<file path="config.mk">
export PLATFORM = sky130hd
export DESIGN_NAME = mdio_master
export DESIGN_NICKNAME = d
export VERILOG_FILES = /design/src/rtl/mdio_master_pkg.sv /design/src/rtl/mdio_master_mdc_gen.sv /design/src/rtl/mdio_master.sv
export SDC_FILE = /design/constraint.sdc
export NUM_CORES = 1
export LEC_CHECK = 0
export ABC_AREA = 1
export CELL_PAD_IN_SITES_DETAIL_PLACEMENT = 0
export CELL_PAD_IN_SITES_GLOBAL_PLACEMENT = 1
export CORE_MARGIN = 2
export CORE_UTILIZATION = 43
export DETAILED_ROUTE_END_ITERATION = 6
export GPL_TIMING_DRIVEN = 0
export MAX_ROUTING_LAYER = met4
export PLACE_DENSITY = 0.95
export SLEW_MARGIN = 40
export SYNTH_ARGS = -nofsm -noshare
export SYNTH_HDL_FRONTEND = slang
export SYNTH_HIERARCHICAL = 1
export SYNTH_SLANG_ARGS = --single-unit
export TNS_END_PERCENT = 5
</file>
<file path="constraint.sdc">
create_clock -name clk -period 4.2 [get_ports clk]
set_clock_uncertainty 0.15 [all_clocks]
set_input_delay 1.05 -clock clk [delete_from_list [all_inputs] [get_ports clk]]
set_output_delay 1.05 -clock clk [all_outputs]
set_load 0.02 [all_outputs]
</file>
<file path="src/rtl/mdio_master_pkg.sv">
// mdio_master_pkg: frame constants, state encoding and frame builder shared by the MDIO master
package mdio_master_pkg;

    typedef enum logic [2:0] {
        S_IDLE = 3'd0,
        S_PRE  = 3'd1,
        S_HDR  = 3'd2,
        S_TA   = 3'd3,
        S_DATA = 3'd4,
        S_TAIL = 3'd5
    } state_t;

    localparam logic [1:0] ST    = 2'b01;
    localparam logic [1:0] OP_WR = 2'b01;
    localparam logic [1:0] OP_RD = 2'b10;
    localparam logic [1:0] TA_WR = 2'b10;

    localparam int PRE_BITS   = 32;
    localparam int HDR_BITS   = 14;
    localparam int TA_BITS    = 2;
    localparam int DATA_BITS  = 16;
    localparam int FRAME_BITS = 65;

    // bit index of the last bit of each field
    localparam logic [6:0] PRE_END  = 7'(PRE_BITS - 1);
    localparam logic [6:0] HDR_END  = 7'(PRE_BITS + HDR_BITS - 1);
    localparam logic [6:0] TA_END   = 7'(PRE_BITS + HDR_BITS + TA_BITS - 1);
    localparam logic [6:0] DATA_END = 7'(PRE_BITS + HDR_BITS + TA_BITS + DATA_BITS - 1);
    localparam logic [6:0] TAIL_END = 7'(FRAME_BITS - 1);

    // the 32 bits that follow the preamble; TA/DATA are don't-care on reads
    function automatic logic [31:0] frame_word(
        input logic        wr,
        input logic [4:0]  phy,
        input logic [4:0]  regad,
        input logic [15:0] wdata
    );
        return {ST, wr ? OP_WR : OP_RD, phy, regad, TA_WR, wdata};
    endfunction

endpackage

</file>
<file path="src/rtl/mdio_master_mdc_gen.sv">
// mdc_gen: MDC divider; strobes the last clk cycle of every bit (bit boundary and read sample point)
module mdc_gen #(
    parameter int CLK_DIV = 20
) (
    input  logic clk,
    input  logic reset_n,
    input  logic en,
    output logic mdc,
    output logic bit_start,
    output logic sample
);

    localparam logic [7:0] LAST = 8'(CLK_DIV - 1);

    logic [7:0] div;
    logic       at_last;

    assign at_last   = div == LAST;
    assign bit_start = en && at_last && mdc;
    assign sample    = bit_start;

    // divider held at 0 with mdc low while idle; mdc toggles every CLK_DIV cycles when running
    always_ff @(posedge clk) begin
        if (!reset_n || !en) begin
            div <= '0;
            mdc <= 1'b0;
        end else begin
            div <= at_last ? '0 : div + 8'd1;
            mdc <= at_last ? ~mdc : mdc;
        end
    end

endmodule

</file>
<file path="src/rtl/mdio_master.sv">
// mdio_master: clause-22 MDIO management master with a single command/response handshake
module mdio_master
    import mdio_master_pkg::*;
#(
    parameter int CLK_DIV = 20
) (
    input  logic        clk,
    input  logic        reset_n,
    input  logic        cmd_valid,
    output logic        cmd_ready,
    input  logic        cmd_write,
    input  logic [4:0]  cmd_phy_addr,
    input  logic [4:0]  cmd_reg_addr,
    input  logic [15:0] cmd_wdata,
    output logic        rsp_valid,
    output logic [15:0] rsp_rdata,
    output logic        rsp_err,
    output logic        busy,
    output logic        mdc,
    output logic        mdio_o,
    output logic        mdio_oe,
    input  logic        mdio_i
);

    state_t      state, state_nx;
    logic [6:0]  cnt;
    logic [31:0] sr;
    logic [16:0] rd;
    logic [1:0]  sync;
    logic        is_wr;
    logic        accept;
    logic        bit_start;
    logic        sample;
    logic        drv_nx;

    assign cmd_ready = state == S_IDLE;
    assign busy      = ~cmd_ready;
    assign accept    = cmd_valid && cmd_ready;
    // whether the bit after the current one is driven by the master
    assign drv_nx    = cnt < (is_wr ? DATA_END : HDR_END);

    mdc_gen #(.CLK_DIV(CLK_DIV)) u_mdc_gen (
        .clk       (clk),
        .reset_n   (reset_n),
        .en        (busy),
        .mdc       (mdc),
        .bit_start (bit_start),
        .sample    (sample)
    );

    // state register
    always_ff @(posedge clk) state <= !reset_n ? S_IDLE : state_nx;

    // next state: move to the next field when the last bit of the current one ends
    always_comb begin
        state_nx = state;
        case (state)
            S_IDLE:  if (accept) state_nx = S_PRE;
            S_PRE:   if (bit_start && cnt == PRE_END) state_nx = S_HDR;
            S_HDR:   if (bit_start && cnt == HDR_END) state_nx = S_TA;
            S_TA:    if (bit_start && cnt == TA_END) state_nx = S_DATA;
            S_DATA:  if (bit_start && cnt == DATA_END) state_nx = S_TAIL;
            S_TAIL:  if (bit_start && cnt == TAIL_END) state_nx = S_IDLE;
            default: state_nx = S_IDLE;
        endcase
    end

    // bit counter, command capture and pad drive; pad values change only at bit boundaries
    always_ff @(posedge clk) begin
        if (!reset_n) begin
            cnt     <= '0;
            sr      <= '0;
            is_wr   <= 1'b0;
            mdio_o  <= 1'b1;
            mdio_oe <= 1'b0;
        end else if (accept) begin
            cnt     <= '0;
            sr      <= frame_word(cmd_write, cmd_phy_addr, cmd_reg_addr, cmd_wdata);
            is_wr   <= cmd_write;
            mdio_o  <= 1'b1;
            mdio_oe <= 1'b1;
        end else if (bit_start) begin
            cnt     <= cnt + 7'd1;
            sr      <= cnt >= PRE_END ? {sr[30:0], 1'b0} : sr;
            mdio_o  <= (cnt >= PRE_END && drv_nx) ? sr[31] : 1'b1;
            mdio_oe <= drv_nx;
        end
    end

    // two-flop synchronizer for the asynchronous pad input; idles at the pull-up level
    always_ff @(posedge clk) sync <= !reset_n ? 2'b11 : {sync[0], mdio_i};

    // read capture (TA bit 2 ends up in rd[16]) and response registers
    always_ff @(posedge clk) begin
        if (!reset_n) begin
            rd        <= '0;
            rsp_valid <= 1'b0;
            rsp_rdata <= '0;
            rsp_err   <= 1'b0;
        end else begin
            rsp_valid <= bit_start && state == S_TAIL;
            if (sample && (state == S_TA || state == S_DATA)) rd <= {rd[15:0], sync[1]};
            if (bit_start && state == S_TAIL) begin
                rsp_rdata <= is_wr ? 16'h0 : rd[15:0];
                rsp_err   <= !is_wr && rd[16];
            end
        end
    end

endmodule
</file>
# Word level (Yosys, flattened, before mapping)
# Cells that the tools add are included.
# op_classes
n_addsub	2
magnitude_cmp	2
n_eq_ne	17
muxes	16
bitwise_logic	3
n_reduce_logical	24
# op_table
cell	count
$mux 31	3
$eq 7x6->1 const B	3
$mux 3	6
$pmux 3 s6	1
$mux 16	1
$logic_and 1x1->1	12
$ne 2x2->1 const B	5
$add 8x1->8 const B	1
$eq 8x5->1 const B	1
$add 7x1->7 const B	1
$eq 7x5->1 const B	1
$eq 7x7->1 const B	1
$ge 7x5->1 const B	1
$lt 7x6->1	1
$eq 3x2->1 const B	2
$eq 3x3->1 const B	2
$reduce_and 6->1	1
$mux 5	1
$reduce_and 2->1	2
$reduce_bool 2->1	2
$reduce_or 2->1	2
$eq 3x1->1 const B	1
$logic_not 3->1	1
$mux 1	3
other kinds (5)	9
# totals
reg_bits	91
inputBits	31
output_inout_bits	23
word_cells	78

# Depth between registers and ports, before layout
# Gate-level depths: netlist (run 1).
# logic_depth
ltp_word	7
ltp_mapped	16
ltp_nobuf	15

# Cells and area by module
# The synthesis (run 1) kept the hierarchy.
# by_module_without_submodules
mod	instances	cells_each	area_each_um2	seq_area_each_um2
mdio_master	1	543	3787.4	1641.6
mdc_gen	1	64	460.4	180.2

# Worst setup path before layout (run 1)
# Ideal clock, no wire load.
# synth_path
kind	register to register
from	reg u_mdc_gen.div[0]
to	reg state[2]
setup_ns	0.113
arrival_time_ns	1.993
required_time_ns	3.937
path_slack_ns	1.944
path_stages_with_launch	16
path_buffers	1
period_less_slack_ns	2.256
cell_sequence	dfxtp_1 -> ha_1 -> nand3_2 -> nor2_4 -> nand2_2 -> nor2_1 -> buf_4 -> nand2_1 -> nor2_1 -> nand2_1 -> nand2_1 -> nand2_1 -> nor2_1 -> nand3_1 -> nand2_1 -> nor2_1
# synth_between
elab_chain_cells	6
word_cells_on_any_way	14
classes_between	eq/ne: 6; reduce/logical: 8
# synth_lines
item	line	rtl
start, declared	mdio_master_mdc_gen.sv:15	logic [7:0] div;
start signal, assigned	mdio_master_mdc_gen.sv:28	div <= at_last ? '0 : div + 8'd1;
$eq 8x5->1 (*)	mdio_master_mdc_gen.sv:18	assign at_last = div == LAST;
$logic_and 1x1->1 (*) (2 in a row)	mdio_master_mdc_gen.sv:19	assign bit_start = en && at_last && mdc;
net bit_start	mdio_master.sv:32	logic bit_start;
$logic_and 1x1->1 (on tied branches)	--	
$ne 2x2->1 (no line)	--	
$reduce_and 6->1 (no line) (*)	--	
end signal, assigned	mdio_master.sv:52	always_ff @(posedge clk) state <= !reset_n ? S_IDLE : state_nx;
end, declared	mdio_master.sv:25	state_t state, state_nx;
# The timed path passes the listed nets; every way through them passes the cells marked *.
# A chain may end at the register's enable or synchronous reset.

# Worst setup path in the final report (run 1)
# layout_path
from	reg state[1]
to	out busy
# layout_between
elab_chain_cells	2
# layout_lines
item	line	rtl
$logic_not 3->1	mdio_master.sv:36	assign cmd_ready = state == S_IDLE;
$not 1->1	mdio_master.sv:37	assign busy = ~cmd_ready;
end, declared	mdio_master.sv:18	output logic busy,
# No other way between the ends.

==> flow_summary.json, run 1 <==
{
  "grt_pass1_vias": 3424,
  "min_path_cells": 1,
  "netlist_instances": 607,
  "rr_endpoint": "state[0]",
  "grt_max_degree": 17,
  "grtUsageTotal": 0.188,
  "fp.dieH_um": 103,
  "pre_cts_slack_ps": 1050,
  "clk_path_buf_depth": 2,
  "cts_tree": "done",
  "cts_buffers": 9,
  "fmax_ghz": 0.332,
  "hold_end": "sync[1]",
  "vias": 3788,
  "p_comb_frac": 0.286,
  "coreArea_mm2": 0.00968,
  "hold_violations": 0,
  "r2r-start": "u_mdc_gen/div[0]",
  "yosys_most_used_dff": "dfxtp_1",
  "yosys.area.top_type": "dfxtp_1",
  "hold_buffers": 0,
  "leakage_uw": 0.00228,
  "grt_overflow": 0,
  "crit_path_top_delay_cell": "clkdlybuf4s50_1",
  "drcViolationCount": 0,
  "drtPass1Iterations": 4,
  "synth_top_area_share": 0.429,
  "clkLatencyLatePin_ps": 370,
  "avgSynthCellArea_um2": 7.00,
  "fp-row-count": 36,
  "cts_sinks": 91,
  "reg2regPathDepth": 15,
  "arrival_ps": 1810,
  "power_frac_seq": 0.465,
  "crit_path_max_fanout": 5,
  "die_x_um": 103,
  "setup_slack_ps": 1190,
  "antenna_found_initial": 0,
  "status": "finished clean",
  "drt_wl_total_mm": 9.07,
  "start_util": 0.439,
  "relSlewSlack": 0.667,
  "cp.required_ps": 3000,
  "fin_crit_ps": 3010,
  "max_slew.worst_pin.slew_ps": 500,
  "syn_to_final_growth_pct": 20.6,
  "routabilityCongestion": 0.820,
  "multi_input_area_mm2": 0.00198,
  "final_max_slew_viol_count": 0,
  "ys_seq_area_frac": 0.429,
  "grt_pass1_wl_mm": 15.2,
  "p_int_uw": 1440,
  "async_flop_share": 0,
  "yosysWarnings": 6,
  "synth_edf_count": 0,
  "cts_setup_buffers": 0,
  "ant_nets": 0,
  "hp-start": "sync[0]",
  "r2r_slack_ps": 1550,
  "rsz0062_at_grt": "no",
  "synth-seq-cells": 91,
  "clkTransAtPathRegs_ps": 100,
  "fin_tns_setup_ps": 0,
  "p_sw_frac": 0.349,
  "via_per_inst": 4.68,
  "regArea_mm2": 0.00182,
  "layout-drive-gt1-share": 0.0917,
  "cp-end-kind": "output port",
  "htree_levels": 3,
  "hpwl_mm": 6.68,
  "ys_top_cells_by_area": "dfxtp_1 (43%), nand2_1 (12%), nor2_1 (11%)",
  "io_pins": 54,
  "path_cells": "inv_2 -> nand2_2 -> inv_1 -> nand2_1 -> clkdlybuf4s50_1",
  "routedWlPerCell_um": 11.2,
  "ir_drop_v": 0.000210,
  "power_density_mw_per_mm2": 433,
  "syn_area_mm2": 0.00425,
  "num-fill-cells": 962,
  "ys_types": 35,
  "cts_resized": 0,
  "switching_power_uw": 774,
  "maxCapViolations": 0,
  "drt_first_iter_violations": 119,
  "port_buffers": 53,
  "die_area_mm2": 0.0107,
  "worstSetupPathType": "reg -> out",
  "post-route-period-util": 0.716,
  "clkPwrFrac": 0.249,
  "nets": 708,
  "setup_viol": 0,
  "n_antenna_cell": 0,
  "critical_path.startpoint_type": "register",
  "synth_fp_nets": 644,
  "holdCritPathClass": "reg -> reg",
  "cts-root-buf": "clkbuf_8",
  "slowest_delay_ps": 630
}
[metrics by stage]
step / util / instance area, um^2 / std cells / power [uW] / hold WS (ps)
2_1_floorplan: - / 4250 / 607 / 1510 / 243
3_3_place_gp: 0.511 / 4940 / 793 / 1670 / 249
3_5_place_dp: 0.511 / 4940 / 793 / 1690 / 252
4_1_cts: 0.529 / 5120 / 809 / 2240 / 276
5_1_grt: 0.529 / 5120 / 809 / 2370 / 296
6_report: 0.529 / 5120 / 809 / 2220 / 271
[cells in the final DEF (no fill, tap or decap), drive strengths merged, types with 13 or more instances in the layout]
cell | netlist | routed
a21oi | 14 | 14
buf | 13 | 13
clkbuf | 9 | 19
clkdlybuf4s50 | 0 | 53
dfxtp | 91 | 91
inv | 76 | 77
nand2 | 146 | 146
nand3 | 50 | 50
nor2 | 130 | 130
o21ai | 47 | 47
[power by group through the flow]
stage / clock network (uW) / logic [uW] / registers [uW]
floorplan: 0 / 473 / 1040
global placement: 0 / 622 / 1050
detailed placement: 0 / 635 / 1050
CTS: 568 / 640 / 1030
global route: 601 / 723 / 1050
finish: 552 / 635 / 1030
[critical path, delay by kind of cell (launching register included)]
kind          cells  cell delay (ps)
simple gates      2              250
buf+inv           3              770
flops             1              430
[area by class of cell]
| type | instances | share of cell area |
|---|---|---|
| Tap cell | 133 | 0.0325 |
| Multi-Input combinational cell | 417 | 0.386 |
| Timing Repair Buffer | 53 | 0.104 |
| Clock inverter | 6 | 0.0100 |
| Clock buffer | 10 | 0.0249 |
| Sequential cell | 91 | 0.356 |
| Buffer | 22 | 0.0298 |
| Inverter | 77 | 0.0574 |
[sequential cells by signal, summed over array words and instances, names as in the netlist]
name and count:
rsp_err 1, u_mdc_gen/mdc 1, cnt 7, sync 2
state 3, is_wr 1, rsp_valid 1, rd 17
sr 32, mdio_o 1, mdio_oe 1, u_mdc_gen/div 8
rsp_rdata 16
[cells by family (layout without fill, tap and decap cells)]
logic type | after synthesis | in the layout | share of synthesized area
xor+xnor | 3 | 3 | 0.00619
flops | 91 | 91 | 0.429
simple gates | 341 | 341 | 0.357
fa+ha+maj | 6 | 6 | 0.0177
buf+inv | 99 | 168 | 0.105
compound gates | 67 | 67 | 0.0854
[layer usage]
layer | vias up | global-route usage | share of wire
met2 | 73 | 0.305 | 0.46
met3 | 11 | 0.0302 | 0.037
met1 | 1701 | 0.230 | 0.48
met5 | - | - | 0
li1 | 2003 | - | -
met4 | 0 | 0.0850 | 0.017
[Yosys cell counts (2+ instances only)]
cell,count
o21ai_1,6
clkbuf_2,2
nor2_8,2
nor2_2,2
nor2_4,3
or2_0,3
nor3_1,5
a21oi_1,13
buf_4,4
nand2_4,5
or2_2,3
buf_1,2
xor2_1,2
nand2_1,135
inv_1,69
nand3_2,3
nand2_2,6
dfxtp_1,91
ha_1,6
inv_2,5
o21ai_0,40
inv_4,2
o21bai_1,4
nand3b_1,3
clkbuf_1,7
nand3_1,47
buf_6,7
nor2_1,123
[how the worst max path moves through the flow]
stage / slack (ps) / from / end / cells after the start
2_1_floorplan: 1940 / u_mdc_gen/div[0] / state[2] / 15
3_3_place_gp: 1080 / reset_n / sr[27] / 7
3_5_place_dp: 1050 / reset_n / sr[27] / 7
4_1_cts: 1160 / state[1] / busy / 5
5_1_grt: 1110 / state[1] / busy / 5
6_report: 1190 / state[1] / busy / 5
(Power assumes the default switching activity.)
==> inputs of run 2 (changes only) <==
- CORE_UTILIZATION: 43 -> 36
- PLACE_DENSITY: 0.95 -> 0.87
- clock period: 4.2 -> 2.6 ns (I/O delays scaled with it)
==> flow_summary.json, run 2 (same netlist as run 1, synthesis figures left out) <==
{
  "status": "finished clean",
  "grtUsageTotal": 0.155,
  "cts_buffers": 9,
  "cp-end-kind": "output port",
  "cts_setup_buffers": 0,
  "layout-drive-gt1-share": 0.0948,
  "htree_levels": 3,
  "min_path_cells": 1,
  "cts-root-buf": "clkbuf_16",
  "die_x_um": 113,
  "drt_wl_total_mm": 9.21,
  "cp.required_ps": 1800,
  "reg_top3": "sr x32, rd x17, rsp_rdata x16",
  "die_area_mm2": 0.0127,
  "clkLatencyLatePin_ps": 350,
  "utilization": 0.457,
  "leakage_uw": 0.00232,
  "dp_cells": 803,
  "grt_overflow": 0,
  "worstSetupPathType": "reg -> out",
  "fp-row-count": 39,
  "fin_tns_setup_ps": 0,
  "fp.dieH_um": 113,
  "regArea_mm2": 0.00182,
  "final_common_cell": "nand2_1",
  "vias": 3734,
  "drtPass1Iterations": 4,
  "power_density_mw_per_mm2": 748,
  "n_antenna_cell": 0,
  "io_pins": 54,
  "drcViolationCount": 0,
  "start_util": 0.370,
  "clkTransAtPathRegs_ps": 60,
  "max_slew.worst_pin.slew_ps": 536,
  "routabilityCongestion": 0.855,
  "crit_path_top_delay_cell": "clkdlybuf4s50_1",
  "num-fill-cells": 1159,
  "cts_sinks": 91,
  "hold_buffers": 0,
  "clk_path_buf_depth": 2,
  "largest_register": "sr",
  "final_cell_mix": "nand2_1 (135), nor2_1 (122), dfxtp_1 (91)",
  "multi_input_area_mm2": 0.00199,
  "fin_crit_ps": 2470,
  "grt_max_degree": 17,
  "cts_tree": "done",
  "port_buffers": 53,
  "fmax_ghz": 0.405,
  "grt_pass1_vias": 3333,
  "pre_cts_slack_ps": -114,
  "ant_nets": 0,
  "reg2regPathDepth": 15,
  "post-route-period-util": 0.949,
  "rsz0062_at_grt": "no",
  "setup_viol": 0,
  "slowest_delay_ps": 620,
  "arrival_ps": 1670,
  "drt_first_iter_violations": 193,
  "routedWlPerCell_um": 11.3,
  "critical_path.startpoint_type": "register",
  "hold_violations": 0,
  "crit_path_max_fanout": 5,
  "power_uw": 3930,
  "final_max_slew_viol_count": 0,
  "antenna_found_initial": 0,
  "path_cells": "inv_2 -> nand2_2 -> nor2_4 -> clkdlybuf4s50_1",
  "via_per_inst": 4.56,
  "largest_reg_flops": 32,
  "holdCritPathClass": "reg -> reg",
  "fin_cells": 818,
  "nets": 708,
  "syn_to_final_growth_pct": 23.5,
  "setup_slack_ps": 133,
  "ir_drop_v": 0.000350,
  "relSlewSlack": 0.642,
  "maxCapViolations": 0,
  "coreArea_mm2": 0.0115,
  "hpwl_mm": 6.70,
  "grt_pass1_wl_mm": 15.4
}
run 2: path summary, 6_finish.rpt:
check              startpoint   endpoint  slack, ps
min                   sync[0]    sync[1]        270
max reg2reg  u_mdc_gen/div[0]   state[1]        220
max                  state[1]  cmd_ready        130
min reg2reg           sync[0]    sync[1]        270
run 2: repair_timing:
| action | 4_1_cts | 5_1_grt |
|---|---|---|
| endpoints found under the setup margin | 1 | 5 |
| pin swaps | 0 | 0 |
| resized for setup | 1 | 3 |
run 2: where the power goes:
part | internal (uW) | total (uW) | switching, uW
combinational | 403 | 1020 | 621
sequential | 1570 | 1670 | 97.4
clock | 652 | 1230 | 580
run 2: cell type report:
cell class	count	share of cell area
multi-input cells	417	0.379
flip-flops and latches	91	0.347
repair buffers	53	0.102
inverters	77	0.0561
clock buffers	9	0.0429
well taps	143	0.0341
plain buffers	22	0.0291
clock inverters	6	0.00954
run 2: worst max-delay path, delay by kind of cell, from the launching register on:
family / cells / cell delay (ps)
flip-flops: 1 / 360
buffers and inverters: 2 / 720
AND/OR/NAND/NOR: 2 / 230
run 2: stage by stage:
stage	cell area, um^2	hold WS, ps
2_1_floorplan	4250	243
5_1_grt	5250	284
3_3_place_gp	4960	250
6_report	5250	265
4_1_cts	5240	268
3_5_place_dp	4960	252
run 2: routing by layer:
metal | GRT usage | share of wire | up-vias
met5 | - | 0 | -
met4 | 0.0569 | 0.016 | 0
met3 | 0.0400 | 0.048 | 13
met2 | 0.245 | 0.44 | 76
met1 | 0.192 | 0.50 | 1637
li1 | - | - | 2008
